### src/rtl/gowin_prim_pkg.sv
// Shared definitions for the Gowin primitive simulation library:
// constant log2 helper and clock-enable polarity encodings.
package gowin_prim_pkg;

    localparam logic CE_ACTIVE_HIGH = 1'b1;
    localparam logic CE_ACTIVE_LOW  = 1'b0;

    // Ceiling log2; clog2(1) = 0.
    function automatic int clog2(input int n);
        int r;
        r = 0;
        while ((1 << r) < n) begin
            r = r + 1;
        end
        return r;
    endfunction

endpackage

### src/rtl/dl_stage.sv
// One WIDTH-bit stage of the delay chain: edge-triggered register that
// loads on an active enable and returns to INIT on asynchronous reset.
module dl_stage #(
    parameter int               WIDTH = 1,
    parameter logic [WIDTH-1:0] INIT  = '0
) (
    input  logic             CLK,
    input  logic             RESETN,
    input  logic             ce_act_i,
    input  logic [WIDTH-1:0] d_i,
    output logic [WIDTH-1:0] q_o
);

    logic [WIDTH-1:0] q_q;
    logic [WIDTH-1:0] q_d;

    // An unknown enable falls through to hold rather than corrupting the stage.
    always_comb begin
        q_d = q_q;
        if (ce_act_i) begin
            q_d = d_i;
        end
    end

    always_ff @(posedge CLK or negedge RESETN) begin
        if (!RESETN) begin
            q_q <= INIT;
        end else begin
            q_q <= q_d;
        end
    end

    assign q_o = q_q;

endmodule

### src/rtl/dl_chain.sv
// WIDTH-bit, DEPTH-stage clocked delay chain with selectable output tap,
// saturating fill tracking and synchronous flush of the fill count.
module dl_chain
    import gowin_prim_pkg::*;
#(
    parameter int               WIDTH  = 1,
    parameter int               DEPTH  = 16,
    parameter logic [WIDTH-1:0] INIT   = '0,
    parameter logic             CE_POL = CE_ACTIVE_HIGH,
    localparam int              SEL_W  = (clog2(DEPTH) < 1) ? 1 : clog2(DEPTH),
    localparam int              FILL_W = clog2(DEPTH + 1)
) (
    input  logic              CLK,
    input  logic              RESETN,
    input  logic              CE,
    input  logic              FLUSH,
    input  logic [WIDTH-1:0]  D,
    input  logic [SEL_W-1:0]  SEL,
    output logic [WIDTH-1:0]  Q,
    output logic              QV,
    output logic [FILL_W-1:0] FILL
);

    localparam logic [SEL_W-1:0]  LAST_SEL = SEL_W'(DEPTH - 1);
    localparam logic [FILL_W-1:0] DEPTH_F  = FILL_W'(DEPTH);
    localparam logic [FILL_W-1:0] ONE_F    = FILL_W'(1);

    logic                ce_act;
    logic [WIDTH-1:0]    stage_q [DEPTH];
    logic [FILL_W-1:0]   fill_q;
    logic [FILL_W-1:0]   fill_d;
    logic [SEL_W-1:0]    sel_c;

    always_comb begin
        ce_act = (CE == CE_POL);
    end

    for (genvar k = 0; k < DEPTH; k++) begin : g_stage
        logic [WIDTH-1:0] din;
        if (k == 0) begin : g_head
            assign din = D;
        end else begin : g_link
            assign din = stage_q[k-1];
        end

        dl_stage #(
            .WIDTH (WIDTH),
            .INIT  (INIT)
        ) u_stage (
            .CLK      (CLK),
            .RESETN   (RESETN),
            .ce_act_i (ce_act),
            .d_i      (din),
            .q_o      (stage_q[k])
        );
    end

    // Flush wins over counting; a flush on a shifting edge leaves exactly the new sample valid.
    always_comb begin
        fill_d = fill_q;
        if (FLUSH) begin
            fill_d = ce_act ? ONE_F : '0;
        end else if (ce_act && (fill_q != DEPTH_F)) begin
            fill_d = fill_q + ONE_F;
        end
    end

    always_ff @(posedge CLK or negedge RESETN) begin
        if (!RESETN) begin
            fill_q <= '0;
        end else begin
            fill_q <= fill_d;
        end
    end

    // Out-of-range taps clamp to the last stage.
    always_comb begin
        sel_c = (SEL > LAST_SEL) ? LAST_SEL : SEL;
    end

    assign Q    = stage_q[sel_c];
    assign QV   = (fill_q > FILL_W'(sel_c));
    assign FILL = fill_q;

endmodule

### config.mk
export PLATFORM = sky130hd
export DESIGN_NAME = dl_chain
export DESIGN_NICKNAME = d
export VERILOG_FILES = /design/src/rtl/gowin_prim_pkg.sv /design/src/rtl/dl_stage.sv /design/src/rtl/dl_chain.sv
export SDC_FILE = /design/constraint.sdc
export NUM_CORES = 1
export LEC_CHECK = 0
export ABC_AREA = 1
export BUFFER_PORTS_ARGS = -buffer_cell sky130_fd_sc_hd__buf_2
export CORE_MARGIN = 2
export CORE_UTILIZATION = 50
export CTS_CLUSTER_DIAMETER = 120
export DETAILED_ROUTE_END_ITERATION = 6
export PLACE_DENSITY = 0.79
export SLEW_MARGIN = 20
export SYNTH_ARGS = -nofsm -noshare
export SYNTH_HDL_FRONTEND = slang
export SYNTH_SLANG_ARGS = --single-unit
### constraint.sdc
create_clock -name CLK -period 1.3 [get_ports CLK]
set_input_delay 0 -clock CLK [delete_from_list [all_inputs] [get_ports CLK]]
set_output_delay 0 -clock CLK [all_outputs]
set_load 0.02 [all_outputs]
# Word level (Yosys, flattened, before mapping)

Cells that the tools add are included.

Register bits after elaboration: 21
Latch bits: 0
RAM bits: 0
Bits in read-only memories: 0
Bits of input ports: 9
Output and inout bits: 7
Word-level logic and storage cells: 32
Memories kept: 0

$add $sub $neg: 1
Multipliers: 0
Div/mod/pow operators: 0
Order comparisons: 3
Equality and inequality tests: 1
Shifts and indexed selects: 0
Multiplexer cells: 7
Bitwise gates (word level): 1
Reduce and logical (&&, ||, !) cells: 2

Operator list:

| kind                                                     | number |
|---|---|
| 2-to-1 mux 5 bit                                         | 2 |
| adder 5 x 1 -> 5 bit, second input constant              | 1 |
| greater-or-equal comparator 5 bit, second input constant | 1 |
| greater-than comparator 5 x 4 -> 1 bit                   | 1 |
| != test 5 bit, second input constant                     | 1 |
| inverter 4 -> 5 bit                                      | 1 |
| binary-select mux 1 bit (select 4 bit)                   | 1 |
| greater-than comparator 4 bit, second input constant     | 1 |
| 2-to-1 mux 4 bit                                         | 1 |
| 2-to-1 mux 1 bit                                         | 3 |
| nonzero test 2 bit                                       | 1 |
| logical AND 1 bit                                        | 1 |

# Logic depth before layout (Yosys ltp)

Gate-level depths: netlist (run 1).

Depth in word-level cells: 6
Mapped depth: 8

# Modules after synthesis

A second synthesis (run 1) with hierarchy kept.

Cell total of the unflattened synthesis: 180
Area, all modules: 1233.7 um^2

By module, submodules not included:

| module   | instances | cells an instance | area an instance (um^2) |
|---|---|---|---|
| dl_stage | 16        | 5                 | 40.0 |
| dl_chain | 1         | 100               | 593.1 |

# Worst setup path before layout (run 1)

No wires, ideal clock.

Kind: register -> register
Start: register fill_q[0] (netlist: FILL[0])
End: register fill_q[1] (netlist: FILL[1])
Library setup time: 64 ps
Arrival: 1228 ps
Setup slack: 8 ps
Cell stages (with the launch flop): 9
Buffers on the path: 0
Cells stage by stage: dfrtp_1 > inv_1 > ha_1 > nand2_1 > inv_1 > nand2_1 > nand2_2 > a21oi_2 > o21a_1

Longest elaborated chain between the ends: 3
Elaborated cells on any way between the ends: 6

Ends and longest elaborated chain:

| what                                                          | RTL line                       | RTL |
|---|---|---|
| start, declared                                               | dl_chain.sv:30                 | `logic [FILL_W-1:0] fill_q;` |
| start signal, assigned                                        | dl_chain.sv:72                 | `fill_q <= fill_d;` |
| adder 5 x 1 -> 5 bit / != test 5 bit (equally long branches)  | dl_chain.sv:64, dl_chain.sv:63 |  |
| 2-to-1 mux 5 bit / logical AND 1 bit (equally long branches)  | dl_chain.sv:63                 | `end else if (ce_act && (fill_q != DEPTH_F)) begin` |
| 2-to-1 mux 5 bit / nonzero test 2 bit (equally long branches) | n/a                            |  |

Several ways; a longest one is shown, not always the timed one. The select of a mux whose other input is x is not followed.
A chain may end at the register's enable or synchronous reset.

# Worst setup path in the final report (run 1)

Start: register fill_q[1] (netlist: FILL[1])
End: register fill_q[1] (netlist: FILL[1])

The elaborated chain is that of the path after synthesis.

==> results.py, run 1 <==
metrics = {
    "timing": {
        "finalClockSkew_ns": 0.00301,
        "rsz0062_at_grt": "true",
        "max_freq_mhz": 669,
        "finalSetupViolCount": 4,
        "min_period_over_period": 1.15,
        "post-route-min-period_ns": 1.50,
        "slew_viol_final": 0,
        "setup_slack_ns": -0.196,
        "hold_viol_final": 0,
        "slew_headroom": 0.689,
        "worst_pin_slew_ns": 0.467,
    },
    "final_layout": {
        "drive_gt1_frac": 0.269,
        "design_area_mm2": 0.00144,
        "fill_cells": 176,
        "nets": 191,
        "antennaDiodeCount": 0,
        "layout.cells.non_filler": 203,
        "area_growth_pct": 25.5,
        "fin_util": 0.657,
    },
    "hold_path": {
        "min_delay_path_depth": 3,
        "hp-class": "in -> reg",
        "min-delay-start": "CE",
        "worstHoldEndpoint": "g_stage[4].u_stage.q_o",
    },
    "critical_path": {
        "regToRegEndpoint": "FILL[1]",
        "crit_path_start": "FILL[1]",
        "crit_fanout": 6,
        "start_kind": "register",
        "rrSetupSlack_ns": -0.20,
        "cp-end-kind": "register",
        "r2r-start": "FILL[1]",
        "critical_path_class": "reg -> reg",
        "critPathRequiredTime_ns": 1.55,
        "r2r_cells": 10,
        "arrival_ns": 1.74,
    },
    "synth": {
        "synthArstFlopShare": 1.00,
        "yosysSeqAreaShare": 0.458,
        "synthTopCellsByArea": "dfrtp_1, nand2_1, o21ai_0",
        "synth_cell_types": 19,
        "syn_area_per_cell_um2": 7.81,
        "synth_cells": 147,
        "synth_flop_cell": "dfrtp_1",
        "synth-edff-count": 0,
        "synth.top_cells.by_count": "nand2_1, inv_1, dfrtp_1, o21ai_0, nand3_1",
        "synth_top_area_frac": 0.458,
        "synth_fp_nets": 162,
        "ys_warn_count": 0,
        "yosys.cell_count.top_type": "nand2_1",
        "syn_area_mm2": 0.00115,
        "yosys.area.top_type": "dfrtp_1",
        "synth_seq_cells": 21,
    },
    "floorplan": {
        "core_area_mm2": 0.00219,
        "initial_core_util": 0.524,
        "num_io_pins": 16,
        "die_x_um": 51.9,
        "die-area_mm2": 0.00269,
        "die_h_um": 51.9,
        "rows": 17,
    },
    "clock_tree": {
        "cts_sinks": 21,
        "cts-buffers-inserted": 3,
        "clkLatencyLatePin_ns": 0.30,
        "cts_tree": "yes",
        "cts-root-buf": "clkbuf_4",
        "cts.path.max_buffers": 2,
        "htree_levels": 1,
        "cts.clk_slew.worst_paths_ns": 0.11,
    },
    "detailed_routing": {
        "drtIter0Drc": 19,
        "route.detailed.drc": 0,
        "num_vias": 1019,
        "wire_per_inst_um": 12.4,
        "routed_wl_um": 2520,
        "viasPerCell": 5.02,
        "first_pass_iters": 4,
        "ant_nets": 0,
    },
    "placement": {
        "place_congestion": 0.825,
        "placedCellCount": 188,
        "dp_slack_ns": 0.0110,
        "dp_hpwl_um": 1680,
        "port-buffer-count": 15,
        "postPlaceCellArea_mm2": 0.00124,
    },
    "outcome": {
        "violations": "setup timing",
        "status": "finished, violations left",
    },
    "global_routing": {
        "track_usage": 0.203,
        "antenna_found_initial": 0,
        "first_global_vias": 962,
        "grt_pass1_wl_um": 4080,
        "grt_overflow": 0,
        "grt_max_degree": 27,
    },
    "pwr": {
        "p_total_w": 0.00152,
        "seq_power_share": 0.518,
        "internal_power_w": 0.00104,
        "ir_drop_uv": 728,
        "combPwrFrac": 0.277,
        "p_per_area_mw_per_mm2": 1050,
        "power_switching_w": 0.000481,
        "p_sw_frac": 0.317,
        "leakage_nw": 0.730,
        "clkPwrFrac": 0.205,
    },
    "flow_run": {
        "cap_violations": 0,
    },
}
## area by class of cell
type / instances / area [µm²] / share of cell area
Timing Repair Buffer: 29 / 204 / 0.142
Clock buffer: 4 / 26.3 / 0.0182
Tap cell: 28 / 35.0 / 0.0243
Sequential cell: 21 / 526 / 0.365
Multi-Input combinational cell: 94 / 548 / 0.381
Inverter: 27 / 101 / 0.0704
## metrics by stage
stage	TNS (ns)	hold WS, ns
after floorplan	0	-0.296
after global routing	-1.05	0.149
after CTS	-0.332	0.118
after detailed placement	0	-0.0224
after global placement	0	-0.0297
final	-0.659	0.139
## worst max path at each step
stage | to | slack, ns | cells past startpoint
after floorplan | FILL[1] | 0.008 | 8
after global placement | QV | 0.06 | 6
after detailed placement | FILL[1] | 0.01 | 8
after CTS | QV | -0.18 | 6
after global routing | QV | -0.32 | 8
final | FILL[1] | -0.20 | 10
## critical path, cell delays in order, from the launching register on
cell and delay, ns:
dfrtp_1 0.42, buf_4 0.14, buf_6 0.10, inv_2 0.04
ha_1 0.18, nand2_1 0.08, inv_1 0.05, nand2_2 0.07
nand2_4 0.08, a21oi_2 0.16, o21a_1 0.13
## sequential cells by signal (all words and copies together), names as in the netlist
register and count:
FILL 5, g_stage.u_stage.q_o 16
## layer usage
metal,routed length (µm),vias up,track usage
met4,60,0,0.0877
met1,1060,460,0.264
li1,-,523,-
met2,1290,30,0.329
met5,0,-,0
met3,108,6,0.0345
## cells in the final DEF (no fill, tap or decap), types with 8 or more instances in the layout
master / instances
nand3_1: 14
inv_2: 8
dfrtp_1: 21
buf_2: 13
o21ai_0: 17
nand2_1: 38
inv_1: 19
buf_4: 10
## kinds of logic (layout without fill, tap and decap cells)
| logic type | Yosys count | in the layout | share of synthesized area |
|---|---|---|---|
| xor+xnor | 1 | 1 | 0.00763 |
| buf+inv | 32 | 60 | 0.120 |
| compound gates | 28 | 28 | 0.132 |
| fa+ha+maj | 6 | 6 | 0.0654 |
| simple gates | 59 | 59 | 0.217 |
| flops | 21 | 21 | 0.458 |
## power by group through the flow
stage / registers (W) / logic, W / clock network (W)
5_1_grt: 0.000794 / 0.000476 / 0.000354
4_1_cts: 0.000781 / 0.000354 / 0.000326
3_3_place_gp: 0.000793 / 0.000296 / 0
2_1_floorplan: 0.000798 / 0.000209 / 0
6_report: 0.000787 / 0.000420 / 0.000311
3_5_place_dp: 0.000799 / 0.000309 / 0
## repair_timing
item / in CTS / in global routing
hold buffers: 3 / 0
endpoints found under the hold margin: 25 / 0
setup buffers: 2 / 6
resized for setup: 9 / 16
endpoints found under the setup margin: 4 / 6
pin swaps: 0 / 10
Note: power is estimated with default switching activity, not from simulation.
==> run 2: changes to the inputs <==
--- a/config.mk
+++ b/config.mk
@@ -9,6 +9,7 @@
 export BUFFER_PORTS_ARGS = -buffer_cell sky130_fd_sc_hd__buf_2
 export CORE_MARGIN = 2
 export CORE_UTILIZATION = 50
+export CTS_BUF_LIST = sky130_fd_sc_hd__clkbuf_8
 export CTS_CLUSTER_DIAMETER = 120
 export DETAILED_ROUTE_END_ITERATION = 6
 export PLACE_DENSITY = 0.79
==> run 2 against run 1 <==
  * The flow still finishes with violations (setup timing)
  * First-iteration DRC count up 37%
  * Hold slack better by 0.058 ns
  * Final cell count down 0.49%
  * Global-route usage down 0.43 points
  * Maximum frequency down 3.3%
  * Non-clock buffer count down 1
  * Wire length up 6.1%
  * Largest power group unchanged
  * Highest routed layer unchanged
==> results.py, run 2 (synthesized netlist as in run 1, its figures left out) <==
metrics = {
    "critical_path": {
        "cpPeakStageDelay_ns": 0.42,
        "start_kind": "register",
        "crit_fanout": 2,
        "arrival_ns": 1.55,
        "cp_num_buf_inv": 1,
        "critical_path_class": "reg -> out",
        "critPathRequiredTime_ns": 1.30,
        "crit_family": "flip-flops",
        "cp-end-kind": "output pin",
        "slowest_stage": "dfrtp_1",
        "path_cells": "ha_4, nand2_1, o21ai_1, o21ai_1, nand2_1, buf_6",
    },
    "final_layout": {
        "nets": 190,
        "drive_gt1_frac": 0.259,
        "layout.cells.non_filler": 202,
        "fin_util": 0.672,
        "area_growth_pct": 28.4,
        "antennaDiodeCount": 0,
        "final_common_cell": "nand2_1",
        "final_cell_mix": "nand2_1, inv_1, dfrtp_1",
        "largest_reg_flops": 16,
    },
    "floorplan": {
        "die-area_mm2": 0.00269,
        "core_area_mm2": 0.00219,
        "die_x_um": 51.9,
        "initial_core_util": 0.524,
        "die_h_um": 51.9,
        "rows": 17,
        "num_io_pins": 16,
    },
    "detailed_routing": {
        "drtIter0Drc": 26,
        "wire_per_inst_um": 13.2,
        "ant_nets": 0,
        "routed_wl_um": 2670,
        "route.detailed.drc": 0,
        "num_vias": 1020,
        "viasPerCell": 5.05,
        "first_pass_iters": 4,
    },
    "pwr": {
        "ir_drop_uv": 687,
        "p_per_area_mw_per_mm2": 1100,
        "leakage_nw": 0.734,
    },
    "global_routing": {
        "gr-max-usage-layer": "met2",
        "first_global_vias": 946,
        "grt_overflow": 0,
        "grt_max_degree": 27,
        "grt_pass1_wl_um": 4100,
        "use_met1": 0.274,
        "track_usage": 0.198,
        "antenna_found_initial": 0,
        "met3_usage": 0.0345,
        "met2_usage": 0.331,
    },
    "outcome": {
        "violations": "setup timing",
        "status": "finished, violations left",
    },
    "clock_tree": {
        "cts.path.max_buffers": 2,
        "cts_sinks": 21,
        "cts-buffers-inserted": 3,
        "clkLatencyLatePin_ns": 0.25,
        "htree_levels": 1,
        "cts_tree": "yes",
        "cts-root-buf": "clkbuf_8",
        "cts.clk_slew.worst_paths_ns": 0.07,
    },
    "timing": {
        "setup_slack_ns": -0.246,
        "worst_pin_slew_ns": 0.473,
        "max_freq_mhz": 647,
        "min_period_over_period": 1.19,
        "finalClockSkew_ns": 0.00333,
        "rsz0062_at_grt": "true",
        "finalSetupViolCount": 5,
        "slew_headroom": 0.685,
        "hold_viol_final": 0,
        "slew_viol_final": 0,
        "post-route-min-period_ns": 1.55,
    },
    "placement": {
        "placedCellCount": 188,
        "place_congestion": 0.825,
        "port-buffer-count": 15,
        "dp_hpwl_um": 1680,
    },
    "flow_run": {
        "cap_violations": 0,
    },
    "hold_path": {
        "hp-class": "in -> reg",
    },
}
## run 2: cell types whose count changed in the layout (fill, tap and decap cells not counted), moves of 2 or more
cell,delta
clkbuf_4,-3
clkbuf_8,+3
ha_1,-2
ha_4,+2
inv_1,+4
inv_2,-4
## run 2: timing repair
action / 4_1_cts / 5_1_grt
hold buffers: 3 / 0
gates cloned: 0 / 0
setup endpoints to repair: 2 / 6
hold endpoints to repair: 23 / 0
setup buffers: 2 / 5
gates resized for setup: 7 / 19
pin swaps: 0 / 6
## run 2: path summary, 6_finish.rpt
kind	startpoint	end	slack (ns)	cells after the start
setup / recovery	FILL[3]	QV	-0.25	6
hold / removal	CE	g_stage[0].u_stage.q_o	0.20	3
setup reg to reg	FILL[1]	FILL[2]	-0.13	6
hold reg to reg	g_stage[10].u_stage.q_o	g_stage[11].u_stage.q_o	0.49	2
max in group asynchronous	RESETN	g_stage[5].u_stage.q_o	0.74	2
min in group asynchronous	RESETN	g_stage[7].u_stage.q_o	0.24	2
## run 2: per-layer routing
metal | up-vias | wire (µm)
met3 | 2 | 69
met2 | 19 | 1370
li1 | 520 | -
met1 | 479 | 1200
met5 | - | 0
met4 | 0 | 26
## run 2: stage by stage
stage | hold WS, ns | total power, W | cell area (µm²) | setup slack, ns | TNS, ns
6_report | 0.197 | 0.00161 | 1470 | -0.246 | -0.612
3_3_place_gp | -0.0297 | 0.00109 | 1240 | 0.0631 | 0
2_1_floorplan | -0.296 | 0.00101 | 1150 | 0.00778 | 0
3_5_place_dp | -0.0224 | 0.00111 | 1240 | 0.0110 | 0
4_1_cts | 0.182 | 0.00156 | 1370 | -0.109 | -0.265
5_1_grt | 0.222 | 0.00172 | 1470 | -0.359 | -0.979
## run 2: area by class of cell
cell class              instances  area (µm²)
fillers                       166         718
clock inverters                 1        3.75
inverters                      27         104
repair buffers                 28         190
multi-input cells              94         573
flip-flops and latches         21         526
clock buffers                   3        41.3
well taps                      28        35.0
## run 2: tightest hold or removal path, cell delays in order
cell and delay, ns:
buf_2 0.24, nand2_1 0.10, o21ai_0 0.07
## run 2: power by group
| group | switching, W | total, W | internal, W | leakage, nW |
|---|---|---|---|---|
| Clock | 0.000197 | 0.000406 | 0.000210 | 0.0269 |
| Combinational | 0.000246 | 0.000425 | 0.000179 | 0.433 |
| Sequential | 0.0000475 | 0.000783 | 0.000735 | 0.274 |
==> run 3: changes to the inputs <==
==> constraint.sdc (replaced) <==
create_clock -name CLK -period 1.3 [get_ports CLK]
set_input_delay 0.065 -clock CLK [delete_from_list [all_inputs] [get_ports CLK]]
set_output_delay 0.065 -clock CLK [all_outputs]
set_load 0.02 [all_outputs]
==> run 3 against run 2 <==
  * The run still ends with setup timing left
  * Maximum frequency is 1.6% lower
  * Sequential power is 0.8% higher
  * Die area stayed put
  * Largest power group unchanged
==> results.py, run 3 (synthesized netlist as in run 1, its figures left out) <==
metrics = {
    "timing": {
        "slew_viol_final": 0,
        "setup_slack_ns": -0.271,
        "worst_pin_slew_ns": 0.474,
        "min_period_over_period": 1.21,
        "holdWs_ns": 0.00976,
        "slew_headroom": 0.684,
        "rsz0062_at_grt": "true",
        "finalSetupViolCount": 4,
        "max_freq_mhz": 636,
        "finalClockSkew_ns": 0.00229,
        "post-route-min-period_ns": 1.57,
        "hold_viol_final": 0,
    },
    "final_layout": {
        "area_growth_pct": 34.1,
        "antennaDiodeCount": 0,
        "largest_reg_flops": 16,
        "fill_cells": 157,
        "nets": 191,
        "final_cell_mix": "nand2_1, dfrtp_1, inv_1",
        "drive_gt1_frac": 0.343,
        "multi_input_area_um2": 627,
        "register_area_um2": 526,
        "final_common_cell": "nand2_1",
    },
    "detailed_routing": {
        "drtIter0Drc": 62,
        "viasPerCell": 5.47,
        "num_vias": 1110,
        "first_pass_iters": 4,
        "routed_wl_um": 3120,
        "wire_per_inst_um": 15.4,
        "ant_nets": 0,
        "route.detailed.drc": 0,
    },
    "global_routing": {
        "track_usage": 0.256,
        "antenna_found_initial": 0,
        "grt_pass1_wl_um": 4880,
        "grt_max_degree": 22,
        "first_global_vias": 1049,
        "grt_overflow": 0,
    },
    "floorplan": {
        "die_x_um": 51.9,
        "die-area_mm2": 0.00269,
        "die_h_um": 51.9,
        "initial_core_util": 0.524,
        "rows": 17,
        "num_io_pins": 16,
        "core_area_mm2": 0.00219,
    },
    "critical_path": {
        "cp_num_buf_inv": 3,
        "critPathRequiredTime_ns": 1.24,
        "crit_family": "flip-flops",
        "crit_fanout": 2,
        "cp-end-kind": "output pin",
        "start_kind": "register",
        "path_cells": "inv_2, ha_4, inv_1, a21oi_4, o21ai_2, o21ai_2, nand2_1, buf_6",
        "crit_path_frequent_cell": "o21ai_2",
        "r2r_cells": 6,
        "cp_num_cells": 8,
        "slowest_stage": "dfrtp_1",
        "cpPeakStageDelay_ns": 0.40,
        "arrival_ns": 1.51,
        "critical_path_class": "reg -> out",
    },
    "outcome": {
        "violations": "setup timing",
        "status": "finished, violations left",
    },
    "clock_tree": {
        "cts_tree": "yes",
        "cts.path.max_buffers": 2,
        "clkLatencyLatePin_ns": 0.26,
        "cts_sinks": 21,
        "htree_levels": 1,
        "cts-buffers-inserted": 3,
        "cts.clk_slew.worst_paths_ns": 0.08,
        "cts-root-buf": "clkbuf_8",
    },
    "pwr": {
        "ir_drop_uv": 968,
        "p_per_area_mw_per_mm2": 1130,
        "leakage_nw": 0.759,
    },
    "placement": {
        "dp_slack_ns": 0.0520,
        "place_congestion": 0.834,
        "port-buffer-count": 15,
        "dp_hpwl_um": 1720,
    },
    "hold_path": {
        "min_delay_path_depth": 3,
        "hp-class": "in -> reg",
    },
    "flow_run": {
        "cap_violations": 0,
    },
}
-- run 3: final cells by class --
type,count,share of cell area
Timing Repair Buffer,29,0.132
Clock inverter,1,0.00244
Tap cell,28,0.0228
Multi-Input combinational cell,94,0.407
Inverter,27,0.0675
Sequential cell,21,0.341
Clock buffer,3,0.0268
-- run 3: worst paths after layout --
check | startpoint | end | slack [ns]
setup / recovery | FILL[0] | QV | -0.27
hold / removal | D | g_stage[0].u_stage.q_o | 0.01
setup reg to reg | FILL[1] | FILL[4] | -0.01
hold reg to reg | g_stage[0].u_stage.q_o | g_stage[1].u_stage.q_o | 0.49
max in group asynchronous | RESETN | g_stage[9].u_stage.q_o | 0.69
min in group asynchronous | RESETN | g_stage[3].u_stage.q_o | 0.28
-- run 3: metal layers --
layer  GRT usage  up-vias  routed length, µm
li1            -      524                  -
met1       0.323      510               1240
met2       0.414       57               1520
met3      0.0460       19                184
met4       0.140        0                181
met5           0        -                  0
-- run 3: stage by stage --
stage | setup TNS [ns] | std cells | utilization | area [µm²] | power (W)
finish | -0.304 | 203 | 0.702 | 1540 | 0.00173
CTS | -0.286 | 200 | 0.641 | 1410 | 0.00161
detailed placement | 0 | 191 | 0.578 | 1270 | 0.00112
global route | -0.632 | 203 | 0.702 | 1540 | 0.00183
floorplan | 0 | 147 | - | 1150 | 0.00101
global placement | 0 | 191 | 0.578 | 1270 | 0.00110
-- run 3: timing repair --
item	in CTS	in global routing
buffers inserted	4	4
pin swaps	5	12
setup endpoints to repair	1	6
endpoints found under the hold margin	21	0
hold buffers	1	0
gates resized for setup	14	29
-- run 3: worst reg2reg max path: stages (launching register included) --
cell	delay (ns)
dfrtp_1	0.39
buf_4	0.14
buf_4	0.13
ha_4	0.14
nand4_1	0.15
o21ai_1	0.19
a21oi_1	0.05
-- run 3: power breakdown --
part / switching [W] / internal [W]
Combinational: 0.000293 / 0.000217
Clock: 0.000225 / 0.000211
Sequential: 0.0000533 / 0.000735
Total: 0.000571 / 0.00116
